### src/rtl/button_decoder.sv
// button_decoder: synchronise, debounce and priority-encode five pad buttons into registered game codes.
// Ports:
//   clk            system clock
//   reset          asynchronous active-low reset
//   btn_start, btn_rotate, btn_down, btn_left, btn_right
//                  raw asynchronous pad inputs, 1 = pressed
//   controller_in  registered button code (NONE/START/ROTATE/DOWN/LEFT/RIGHT)
//   press_strobe   one-cycle pulse whenever controller_in takes a new non-NONE code
// Build option: define BUTTON_AUTO_REPEAT_EN to re-issue held LEFT/RIGHT/DOWN codes
// by inserting NONE gaps; without it a held button yields one code and one strobe.
module button_decoder #(
  parameter int DEBOUNCE_CYCLES = 500000,
  parameter int REPEAT_DELAY    = 25000000,
  parameter int REPEAT_PERIOD   = 7500000,
  parameter int GAP_CYCLES      = 4
) (
  input  logic       clk,
  input  logic       reset,
  input  logic       btn_start,
  input  logic       btn_rotate,
  input  logic       btn_down,
  input  logic       btn_left,
  input  logic       btn_right,
  output logic [3:0] controller_in,
  output logic       press_strobe
);
  localparam logic [3:0] C_NONE   = 4'b0000;
  localparam logic [3:0] C_START  = 4'b0100;
  localparam logic [3:0] C_ROTATE = 4'b0101;
  localparam logic [3:0] C_DOWN   = 4'b0110;
  localparam logic [3:0] C_LEFT   = 4'b0111;
  localparam logic [3:0] C_RIGHT  = 4'b1000;
  localparam int GW = GAP_CYCLES > 1 ? $clog2(GAP_CYCLES) : 1;
  localparam logic [19:0] DB_MAX     = 20'(DEBOUNCE_CYCLES - 1);
  localparam logic [24:0] DELAY_MAX  = 25'(REPEAT_DELAY - 1);
  localparam logic [24:0] PERIOD_MAX = 25'(REPEAT_PERIOD - 1);
  localparam logic [GW-1:0] GAP_MAX  = GW'(GAP_CYCLES - 1);
`ifdef BUTTON_AUTO_REPEAT_EN
  localparam logic AUTO_REPEAT = 1'b1;
`else
  localparam logic AUTO_REPEAT = 1'b0;
`endif
  typedef enum logic [1:0] {S_IDLE, S_ACTIVE, S_GAP} state_t;
  // Bit order everywhere: [4]=start [3]=rotate [2]=down [1]=left [0]=right
  logic [4:0]       raw, meta_q, meta_d, sync_q, sync_d, db_q, db_d;
  logic [4:0][19:0] cnt_q, cnt_d;
  logic [3:0]       sel, cur_q, cur_d, ctrl_q, ctrl_d;
  logic [24:0]      rc_q, rc_d, thr;
  logic [GW-1:0]    gc_q, gc_d;
  logic             rep_q, rep_d, strobe_q, strobe_d, repeatable;
  state_t           state_q, state_d;
  assign raw = {btn_start, btn_rotate, btn_down, btn_left, btn_right};
  assign controller_in = ctrl_q;
  assign press_strobe = strobe_q;
  // Debounce: a level is accepted only after DEBOUNCE_CYCLES consecutive disagreeing samples.
  always_comb begin
    meta_d = raw;
    sync_d = meta_q;
    db_d = db_q;
    cnt_d = '0;
    for (int i = 0; i < 5; i++) begin
      if (sync_q[i] != db_q[i]) begin
        if (cnt_q[i] == DB_MAX) db_d[i] = ~db_q[i];
        else cnt_d[i] = cnt_q[i] + 20'd1;
      end
    end
  end
  // LEFT and RIGHT together cancel, so each is qualified by the other being released.
  assign sel = db_q[4] ? C_START :
               db_q[3] ? C_ROTATE :
               db_q[2] ? C_DOWN :
               (db_q[1] & ~db_q[0]) ? C_LEFT :
               (db_q[0] & ~db_q[1]) ? C_RIGHT : C_NONE;
  always_comb begin
    state_d = state_q;
    cur_d = cur_q;
    rc_d = rc_q;
    rep_d = rep_q;
    gc_d = '0;
    strobe_d = 1'b0;
    repeatable = (cur_q == C_LEFT) || (cur_q == C_RIGHT) || (cur_q == C_DOWN);
    // rep_q set means the first repeat already happened, so the shorter period applies.
    thr = rep_q ? PERIOD_MAX : DELAY_MAX;
    case (state_q)
      S_IDLE: begin
        if (sel != C_NONE) begin
          state_d = S_ACTIVE;
          cur_d = sel;
          rc_d = '0;
          rep_d = 1'b0;
          strobe_d = 1'b1;
        end
      end
      S_ACTIVE: begin
        if (sel == C_NONE) state_d = S_IDLE;
        else if (sel != cur_q) begin
          cur_d = sel;
          rc_d = '0;
          rep_d = 1'b0;
          strobe_d = 1'b1;
        end else if (AUTO_REPEAT && repeatable && rc_q == thr) begin
          state_d = S_GAP;
          rc_d = '0;
        end else rc_d = AUTO_REPEAT ? rc_q + 25'd1 : '0;
      end
      default: begin
        // The gap always runs to completion; the held state is only re-examined at its end.
        if (gc_q != GAP_MAX) gc_d = gc_q + GW'(1);
        else if (sel == C_NONE) state_d = S_IDLE;
        else begin
          state_d = S_ACTIVE;
          rc_d = '0;
          rep_d = (sel == cur_q);
          cur_d = sel;
          strobe_d = 1'b1;
        end
      end
    endcase
    ctrl_d = (state_d == S_ACTIVE) ? cur_d : C_NONE;
  end
  always_ff @(posedge clk or negedge reset) begin
    if (!reset) begin
      meta_q <= '0;
      sync_q <= '0;
      db_q <= '0;
      cnt_q <= '0;
      state_q <= S_IDLE;
      cur_q <= C_NONE;
      rc_q <= '0;
      rep_q <= 1'b0;
      gc_q <= '0;
      ctrl_q <= C_NONE;
      strobe_q <= 1'b0;
    end else begin
      meta_q <= meta_d;
      sync_q <= sync_d;
      db_q <= db_d;
      cnt_q <= cnt_d;
      state_q <= state_d;
      cur_q <= cur_d;
      rc_q <= rc_d;
      rep_q <= rep_d;
      gc_q <= gc_d;
      ctrl_q <= ctrl_d;
      strobe_q <= strobe_d;
    end
  end
endmodule

### config.mk
export PLATFORM = sky130hd
export DESIGN_NAME = button_decoder
export DESIGN_NICKNAME = d
export VERILOG_FILES = /design/src/rtl/button_decoder.sv
export SDC_FILE = /design/constraint.sdc
export NUM_CORES = 1
export LEC_CHECK = 0
export ABC_AREA = 1
export CORE_ASPECT_RATIO = 0.7
export CORE_UTILIZATION = 40
export CTS_BUF_LIST = sky130_fd_sc_hd__clkbuf_16
export CTS_CLUSTER_DIAMETER = 30
export CTS_CLUSTER_SIZE = 20
export DETAILED_ROUTE_END_ITERATION = 10
export GPL_ROUTABILITY_DRIVEN = 0
export PLACE_DENSITY = 0.58
export SLEW_MARGIN = 20
export SYNTH_ARGS = -nofsm -noshare
export SYNTH_HDL_FRONTEND = slang
export SYNTH_SLANG_ARGS = --single-unit
### constraint.sdc
create_clock -name clk -period 1.5 [get_ports clk]
set_input_delay 0.15 -clock clk [delete_from_list [all_inputs] [get_ports clk]]
set_output_delay 0.15 -clock clk [all_outputs]
set_load 0.005 [all_outputs]
==> metrics.txt, run 1 <==
CP cell instances clkdlybuf4s50_1; diodes inserted 0; post-synthesis sequential area ratio 46.3%; Synth Instances 929; Crit-path slowest cell clkdlybuf4s50_1; Tmin final 1.42 ns; via count 6042; critical path data arrival time 1.27 ns; number of global-route vias before repair 5650; total global routing overflow 0; Slew @ Worst Pin 0.466 ns; overall die width 159 um; Detail Placement HPWL 12100 um; Post-Syn Area per Cell 7.45 sq um; largest net degree at the start of global routing 39; Fin. Hold Viols 0; Placed Cells 1209; RR Endpoint cnt_q[32]; Slew Limit Fails 0; share of cells above drive strength 1 13.8%; CP Data Required Time 1.35 ns; die area 17800 sq um; delay-heaviest family, CP buffers and inverters; R2R depth 8; H-Tree Depth 4; synthesized area 6920 sq um; CP Max Fanout 1; DRT Pass-1 Iters 6; initial antenna violation count 0; worst r2r src cnt_q[20]; crit path kind flip-flop to output pin; detailed-route DRC error count 0; Synth warnings 0; WP depth 1; CTS sink cnt 128; Critical path origin controller_in[1]; drt via density 4.85; area of the multi-input gates 3450 sq um; Die H 112 um; clock root buffer clkbuf_16; CP endpoint kind output pin; max cap viols 0; Setup crit end controller_in[1]; CP max stage delay 0.52 ns; Storage cell area 3200 sq um; max_slew headroom 68.9%; IO Count 12; maximum vdd drop 0.572 mV; fmax 0.706 GHz; CTS Buf Count 17; status completed; WP buf/inv 1; Max Root-Sink Buffers 2; Layout area overhead 23.4%; Cell Count, Final, Fillers Out 1246; final worst path period share 94.5%; Power Density 970 nW/um^2; type of the worst min-delay path primary input to flip-flop; total track usage 19.8%; wire per inst 13.2 um; clock latency on the worst-skew pair 0.42 ns; Pleak 3.58 nW; Final nets 1022; Worst R2R Setup Slack 0.09 ns; CTS clk-pin slew, worst paths 0.06 ns; CTS tree built; core area 16600 sq um; Netlist cell types 28; Starting Density 41.7%; Starting DRT DRC Count 410; Clock Skew 0.00929 ns; first-pass GRT wire length 28100 um; fillers 1605; Port-buffer cells 11; total power 8.28 mW; flops & latches, synth 128; Post-Route WL 16400 um; Row Count 39; # setup viols final 0; RSZ-0062 raised after global routing true; crit start category flip-flop; post-route ant nets 0; syn_nets 942
-- cell type report --
| type | count | share of cell area (%) |
|---|---|---|
| Sequential cell | 128 | 37.5 |
| Inverter | 115 | 5.06 |
| Tap cell | 225 | 3.30 |
| Timing Repair Buffer | 64 | 6.29 |
| Clock inverter | 14 | 2.42 |
| Clock buffer | 17 | 4.98 |
| Multi-Input combinational cell | 683 | 40.4 |
-- cells by family after synthesis --
| kind of cell | share of synthesized area, % |
|---|---|
| and+or+nand+nor | 36.4 |
| xor gates and xnor gates | 6.44 |
| AOI/OAI and AO/OA | 3.35 |
| DFF | 46.3 |
| buffers and inverters | 6.40 |
| adders and majority gates | 1.09 |
-- stage by stage --
| stage | hold WS, ns | setup WS (ns) | TNS (ns) | util [%] | cell area [sq um] |
|---|---|---|---|---|---|
| 2_1_floorplan | -0.146 | 0.0669 | 0 | - | 6920 |
| 3_3_place_gp | 0.0818 | 0.0351 | 0 | 46.3 | 7680 |
| 3_5_place_dp | 0.0826 | 0.0130 | 0 | 46.3 | 7680 |
| 4_1_cts | 0.134 | 0.00611 | 0 | 50.1 | 8320 |
| 5_1_grt | 0.140 | -0.0547 | -0.103 | 51.4 | 8540 |
| 6_report | 0.159 | 0.0830 | 0 | 51.4 | 8540 |
-- worst min path at each step --
stage | startpoint | end | slack (ns) | cells past startpoint
floorplan | reset | cnt_q[0] | -0.15 | 0
detailed placement | reset | cnt_q[48] | 0.08 | 1
global placement | reset | cnt_q[48] | 0.08 | 1
finish | btn_down | meta_q[2] | 0.16 | 1
CTS | btn_down | meta_q[2] | 0.13 | 1
global route | btn_down | meta_q[2] | 0.14 | 1
-- where the power goes --
group / leakage, nW / internal (mW) / total [mW] / switching (mW)
Sequential: 1.75 / 3.50 / 3.53 / 0.0345
Clock: 0.305 / 2.80 / 4.45 / 1.65
Combinational: 1.52 / 0.106 / 0.291 / 0.185
Total: 3.58 / 6.41 / 8.28 / 1.87
-- cell usage in the layout (no fill, tap or decap), types with 10 or more instances in the layout --
master	Yosys	final
buf_4	0	50
nand4_1	38	38
clkbuf_16	0	17
nand3_1	77	70
clkdlybuf4s50_1	0	10
dfrtp_1	128	127
inv_1	113	111
nor2_2	4	19
nor2_4	5	10
nor2_1	227	207
nor3_1	15	13
o21ai_0	11	11
xor2_1	44	44
a21oi_1	12	12
nand2_1	208	202
-- flip-flops by register name, summed over array words and instances, names as in the netlist --
register       flops
cnt_q            100
controller_in      4
cur_q              4
db_q               5
gc_q               2
meta_q             5
press_strobe       1
state_q            2
sync_q             5
-- cell usage after synthesis (all sizes together) --
cell    instances  area [sq um]
xor2           45           402
nand3b          5          37.5
inv           115           432
a211oi          1          7.51
a31oi           2          12.5
clkbuf          3          11.3
o21a            1          7.51
and2            1          6.26
o22ai           2          12.5
nand4          38           238
nand3          77           385
o21bai          9          67.6
xnor2           5          43.8
nor3b           5          37.5
a21oi          12          60.1
nor2          236           933
ha              6          75.1
dfrtp         128          3200
nand2         209           787
nor3           17          95.1
o21ai          12          63.8
-- per-layer routing --
| layer | GRT usage [%] | part of all wire [%] |
|---|---|---|
| met5 | 0 | 0 |
| met4 | 5.00 | 0.81 |
| met3 | 5.21 | 5.7 |
| met2 | 26.5 | 40 |
| met1 | 31.0 | 54 |
-- repair_timing --
item,in CTS,in global routing
resized for setup,0,51
hold buffers,1,0
endpoints found under the setup margin,0,63
endpoints found under the hold margin,101,0
buffers inserted,0,5
Power figures use the tool's default switching activity.
==> inputs of run 2 (changes only) <==
ABC_CLOCK_PERIOD_IN_PS = 1500   (was unset)
CTS_CLUSTER_SIZE = unset   (was 20)
MAX_ROUTING_LAYER = met4   (was unset)
==> metrics.txt, run 2 (synthesis results as in run 1) <==
Top reg by flops cnt_q; WP buf/inv 1 (unchanged); Post-Route WL 16400 um (about the same); core area 16600 sq um (unchanged); final worst path period share 94.5% (about the same); worst r2r src cnt_q[20]; Pleak 3.58 nW (unchanged); IO Count 12 (unchanged); commonest cells after routing, fill and taps aside nor2_1, nand2_1, dfrtp_1; CTS clk-pin slew, worst paths 0.06 ns (about the same); Critical path origin controller_in[2]; status completed; CTS sink cnt 128 (unchanged); clock root buffer clkbuf_16; CP max stage delay 0.53 ns (about the same); worst min-delay path startpoint btn_down; post-route ant nets 0 (unchanged); wire per inst 13.1 um (about the same); CP Max Fanout 1 (unchanged); Clock Skew 0.00883 ns (-0.000460 ns); detailed-route DRC error count 0 (unchanged); CP cell instances clkdlybuf4s50_1; CTS tree built; Layout area overhead 23.4% (unchanged); CTS Buf Count 17 (unchanged); total track usage 20.4% (+0.62 points); largest net degree at the start of global routing 39 (unchanged); CP endpoint kind output pin; initial antenna violation count 0 (unchanged); Setup TNS 0 ns (unchanged); crit path kind flip-flop to output pin; Max Root-Sink Buffers 2 (unchanged); clock latency on the worst-skew pair 0.42 ns (about the same); Port-buffer cells 11 (unchanged); Hold Worst Slack 0.159 ns (-0.0000340 ns); most common cell after layout, fill and taps aside nor2_1; maximum vdd drop 0.570 mV (-0.37%); drt via density 4.86 (+0.15%); max FFs per register 100 (unchanged); H-Tree Depth 4 (unchanged); # setup viols final 0 (unchanged); delay-heaviest family, CP buffers and inverters; Crit-path slowest cell clkdlybuf4s50_1; Detail Placement HPWL 12100 um (unchanged); die area 17800 sq um (unchanged); Setup WS post-layout 0.0832 ns (+0.000191 ns); Power Density 969 nW/um^2 (about the same); overall die width 159 um (unchanged); Final nets 1022 (unchanged); first-pass GRT wire length 28000 um (about the same); max_slew headroom 69.0% (+0.077 points); Starting Density 41.7% (unchanged); Row Count 39 (unchanged); total global routing overflow 0 (unchanged); Starting DRT DRC Count 441 (+7.6%); share of cells above drive strength 1 13.8% (unchanged); type of the worst min-delay path primary input to flip-flop; DRT Pass-1 Iters 5 (-1); max cap viols 0 (unchanged); diodes inserted 0 (unchanged); Tmin final 1.42 ns (-0.000191 ns); number of global-route vias before repair 5646 (-0.071%); RSZ-0062 raised after global routing true; critical path data arrival time 1.27 ns (about the same); crit start category flip-flop; Slew Limit Fails 0 (unchanged); fmax 0.706 GHz (about the same); Die H 112 um (unchanged); via count 6051 (+0.15%); Placement Setup Slack 0.0130 ns (unchanged); Slew @ Worst Pin 0.465 ns (-0.00115 ns); CP Data Required Time 1.35 ns (about the same); Fin. Hold Viols 0 (unchanged)
==> run 2: cell type report <==
type                            count  area, sq um
Clock inverter                     14          206
Inverter                          115          432
Sequential cell                   128         3200
Clock buffer                       17          425
Tap cell                          225          282
Multi-Input combinational cell    683         3450
Fill cell                        1605         8060
Timing Repair Buffer               64          537
==> run 2: worst reg2reg max path, cell delays in order, from the launching register on <==
cell	delay, ns
dfrtp_1	0.37
ha_2	0.20
nand2_2	0.07
nor2_4	0.15
nand2_4	0.08
nor2_4	0.16
nand2_1	0.08
xor2_1	0.14
nor2_1	0.06
==> run 2: timing repair <==
item | in CTS | in global routing
resized for setup | 0 | 51
hold buffers | 1 | 0
buffers inserted | 0 | 5
endpoints found under the setup margin | 0 | 63
endpoints found under the hold margin | 101 | 0
==> run 2: worst paths after layout <==
kind	to	slack (ns)	depth (start not counted)
hold / removal	meta_q[2]	0.16	1
max in group asynchronous	cnt_q[70]	0.75	3
setup / recovery	controller_in[2]	0.08	1
hold reg to reg	sync_q[2]	0.35	0
min in group asynchronous	cnt_q[48]	0.20	2
setup reg to reg	cnt_q[32]	0.09	8
==> run 2: power breakdown <==
| group | internal [mW] | switching, mW | total (mW) | leakage [nW] |
|---|---|---|---|---|
| combinational | 0.106 | 0.185 | 0.291 | 1.52 |
| sequential | 3.50 | 0.0345 | 3.53 | 1.75 |
| clock | 2.80 | 1.65 | 4.45 | 0.305 |
| total | 6.41 | 1.87 | 8.27 | 3.58 |
==> run 2: through the flow <==
stage	power (mW)	instance area [sq um]	std cells	utilization (%)
2_1_floorplan	3.70	6920	929	-
3_3_place_gp	3.87	7680	1209	46.3
3_5_place_dp	3.87	7680	1209	46.3
4_1_cts	8.38	8320	1241	50.1
5_1_grt	8.58	8540	1246	51.4
6_report	8.27	8540	1246	51.4
==> run 2: layer usage <==
| layer | routed length [um] | global-route usage, % |
|---|---|---|
| met1 | 8760 | 31.0 |
| met2 | 6490 | 26.5 |
| met3 | 970 | 5.21 |
| met4 | 161 | 5.00 |
| met5 | 0 | - |
==> inputs of run 3 (changes only) <==
CELL_PAD_IN_SITES_DETAIL_PLACEMENT = 1   (was unset)
CELL_PAD_IN_SITES_GLOBAL_PLACEMENT = 1   (was unset)
PLACE_DENSITY = 0.74   (was 0.58)
==> metrics.txt, run 3 (synthesis results as in run 1) <==
DRT Pass-1 Iters 5 (unchanged); Detail Placement HPWL 14700 um (+22%); CTS tree built; RSZ-0062 raised after global routing true; Slew @ Worst Pin 0.454 ns (-0.0111 ns); total global routing overflow 0 (unchanged); worst min-delay path startpoint btn_left; # setup viols final 0 (unchanged); Port-buffer cells 11 (unchanged); total track usage 24.2% (+3.8 points); most common cell after layout, fill and taps aside nand2_1; Starting DRT DRC Count 357 (-19%); via count 6358 (+5.1%); Hold Path Depth 1 (unchanged); maximum vdd drop 0.613 mV (+7.6%); CP Max Fanout 4 (+3); diodes inserted 0 (unchanged); R2R depth 8 (unchanged); detailed-route DRC error count 0 (unchanged); Placed Cells 1215 (+0.50%); Layout area overhead 26.0%; combinational group share of total power 3.8% (+0.3 points); drt via density 5.05 (+4.0%); Slew Limit Fails 0 (unchanged); first-pass GRT wire length 33000 um (+18%); IO Count 12 (unchanged); crit start category flip-flop; Max Root-Sink Buffers 2 (unchanged); overall die width 159 um (unchanged); clock latency on the worst-skew pair 0.43 ns (about the same); Post-Route WL 20400 um (+24%); Tmin final 1.46 ns (+0.0467 ns); worst r2r src cnt_q[20]; Clock Skew 0.0106 ns (+0.00174 ns); Starting Density 41.7% (unchanged); core area 16600 sq um (unchanged); CTS sink cnt 128 (unchanged); commonest cells after routing, fill and taps aside nand2_1, nor2_1, dfrtp_1; share of cells above drive strength 1 17.4% (+3.6 points); Worst R2R Setup Slack 0.04 ns (-0.05 ns); crit path kind flip-flop to flip-flop; Switch Pwr 1.89 mW (+1.2%); H-Tree Depth 4 (unchanged); CTS Buf Count 17 (unchanged); max_slew headroom 69.7% (+0.74 points); type of the worst min-delay path primary input to flip-flop; largest net degree at the start of global routing 35 (-10%); Final nets 1035 (+1.3%); RR Endpoint cnt_q[28]; clock root buffer clkbuf_16; Die H 112 um (unchanged); Pleak 3.65 nW (+2.1%); CP Data Required Time 1.80 ns (+0.45 ns); internal power 6.38 mW (-0.38%); Fin. Hold Viols 0 (unchanged); die area 17800 sq um (unchanged); Net Sw Frac 22.8% (+0.28 points); sequential power share 42.9% (+0.2 points); fmax 0.683 GHz (-3.2%); Setup WS post-layout 0.0366 ns (-0.0467 ns); wire per inst 16.2 um (+23%); status completed; CTS clk-pin slew, worst paths 0.06 ns (about the same); critical path data arrival time 1.77 ns (+0.50 ns); Clock Power Share 53.3% (-0.5 points); Endpoint, Worst Hold meta_q[1]; total power 8.27 mW (about the same); final worst path period share 97.6% (+3.1 points); number of global-route vias before repair 6411 (+14%); initial antenna violation count 0 (unchanged); Placement Setup Slack -0.0256 ns (-0.0386 ns); Top reg by flops cnt_q; max cap viols 0 (unchanged); Power Density 949 nW/um^2 (-2.1%); post-route ant nets 0 (unchanged); Cell Count, Final, Fillers Out 1259 (+1.0%); max FFs per register 100 (unchanged); CP endpoint kind flip-flop; Row Count 39 (unchanged); fillers 2054 (+28%)
==> run 3: changes by cell type in the layout (fill, tap and decap cells not counted), sizes merged <==
cell      change
clkinvlp      +2
buf          +13
inv           -2
==> run 3: timing repair <==
action	CTS	global route
gates resized for setup	8	77
endpoints found under the hold margin	128	0
buffers inserted	0	12
pin swaps	0	22
hold buffers	1	0
endpoints found under the setup margin	7	76
cloned	0	0
==> run 3: area by class of cell <==
| class | count | area, sq um | area share [%] |
|---|---|---|---|
| Clock inverter | 14 | 191 | 2.20 |
| Multi-Input combinational cell | 683 | 3510 | 40.3 |
| Tap cell | 225 | 282 | 3.23 |
| Clock buffer | 17 | 425 | 4.88 |
| Inverter | 115 | 432 | 4.95 |
| Timing Repair Buffer | 77 | 654 | 7.51 |
| Sequential cell | 128 | 3220 | 36.9 |
==> run 3: how the worst max path moves through the flow <==
| stage | startpoint | endpoint | cells after the start |
|---|---|---|---|
| after floorplan | cnt_q[0] | cnt_q[10] | 7 |
| after global placement | cnt_q[12] | cnt_q[17] | 7 |
| after detailed placement | cnt_q[40] | cnt_q[56] | 7 |
| after CTS | cnt_q[40] | db_q[2] | 7 |
| after global routing | cnt_q[20] | cnt_q[28] | 8 |
| final | cnt_q[20] | cnt_q[28] | 8 |
==> run 3: power by group through the flow <==
| stage | Combinational, mW | Sequential [mW] | Clock [mW] |
|---|---|---|---|
| final | 0.318 | 3.55 | 4.41 |
| after floorplan | 0.108 | 3.59 | 0 |
| after global routing | 0.365 | 3.55 | 4.60 |
| after detailed placement | 0.292 | 3.60 | 0 |
| after CTS | 0.300 | 3.54 | 4.48 |
| after global placement | 0.282 | 3.59 | 0 |
==> run 3: critical path: stages (launching register included) <==
cell	delay (ns)
dfrtp_1	0.37
ha_2	0.20
nand2_2	0.07
nor2_4	0.17
nand2_4	0.08
nor2_4	0.15
buf_4	0.13
xnor2_1	0.12
nor2_1	0.06
==> run 3: through the flow <==
stage	area (sq um)	TNS [ns]	utilization (%)	hold slack, ns
6_report	8710	0	52.5	0.159
2_1_floorplan	6920	0	-	-0.146
4_1_cts	8390	-0.0191	50.6	0.146
3_5_place_dp	7730	-0.0482	46.6	0.0768
5_1_grt	8710	-0.363	52.5	0.152
3_3_place_gp	7730	0	46.6	0.0707
==> run 3: routing by layer <==
metal	wire [um]	vias to the layer above	GRT usage (%)
li1	-	3123	-
met1	10400	3103	35.4
met2	8950	114	34.7
met3	858	18	4.21
met4	180	0	5.77
met5	0	-	-
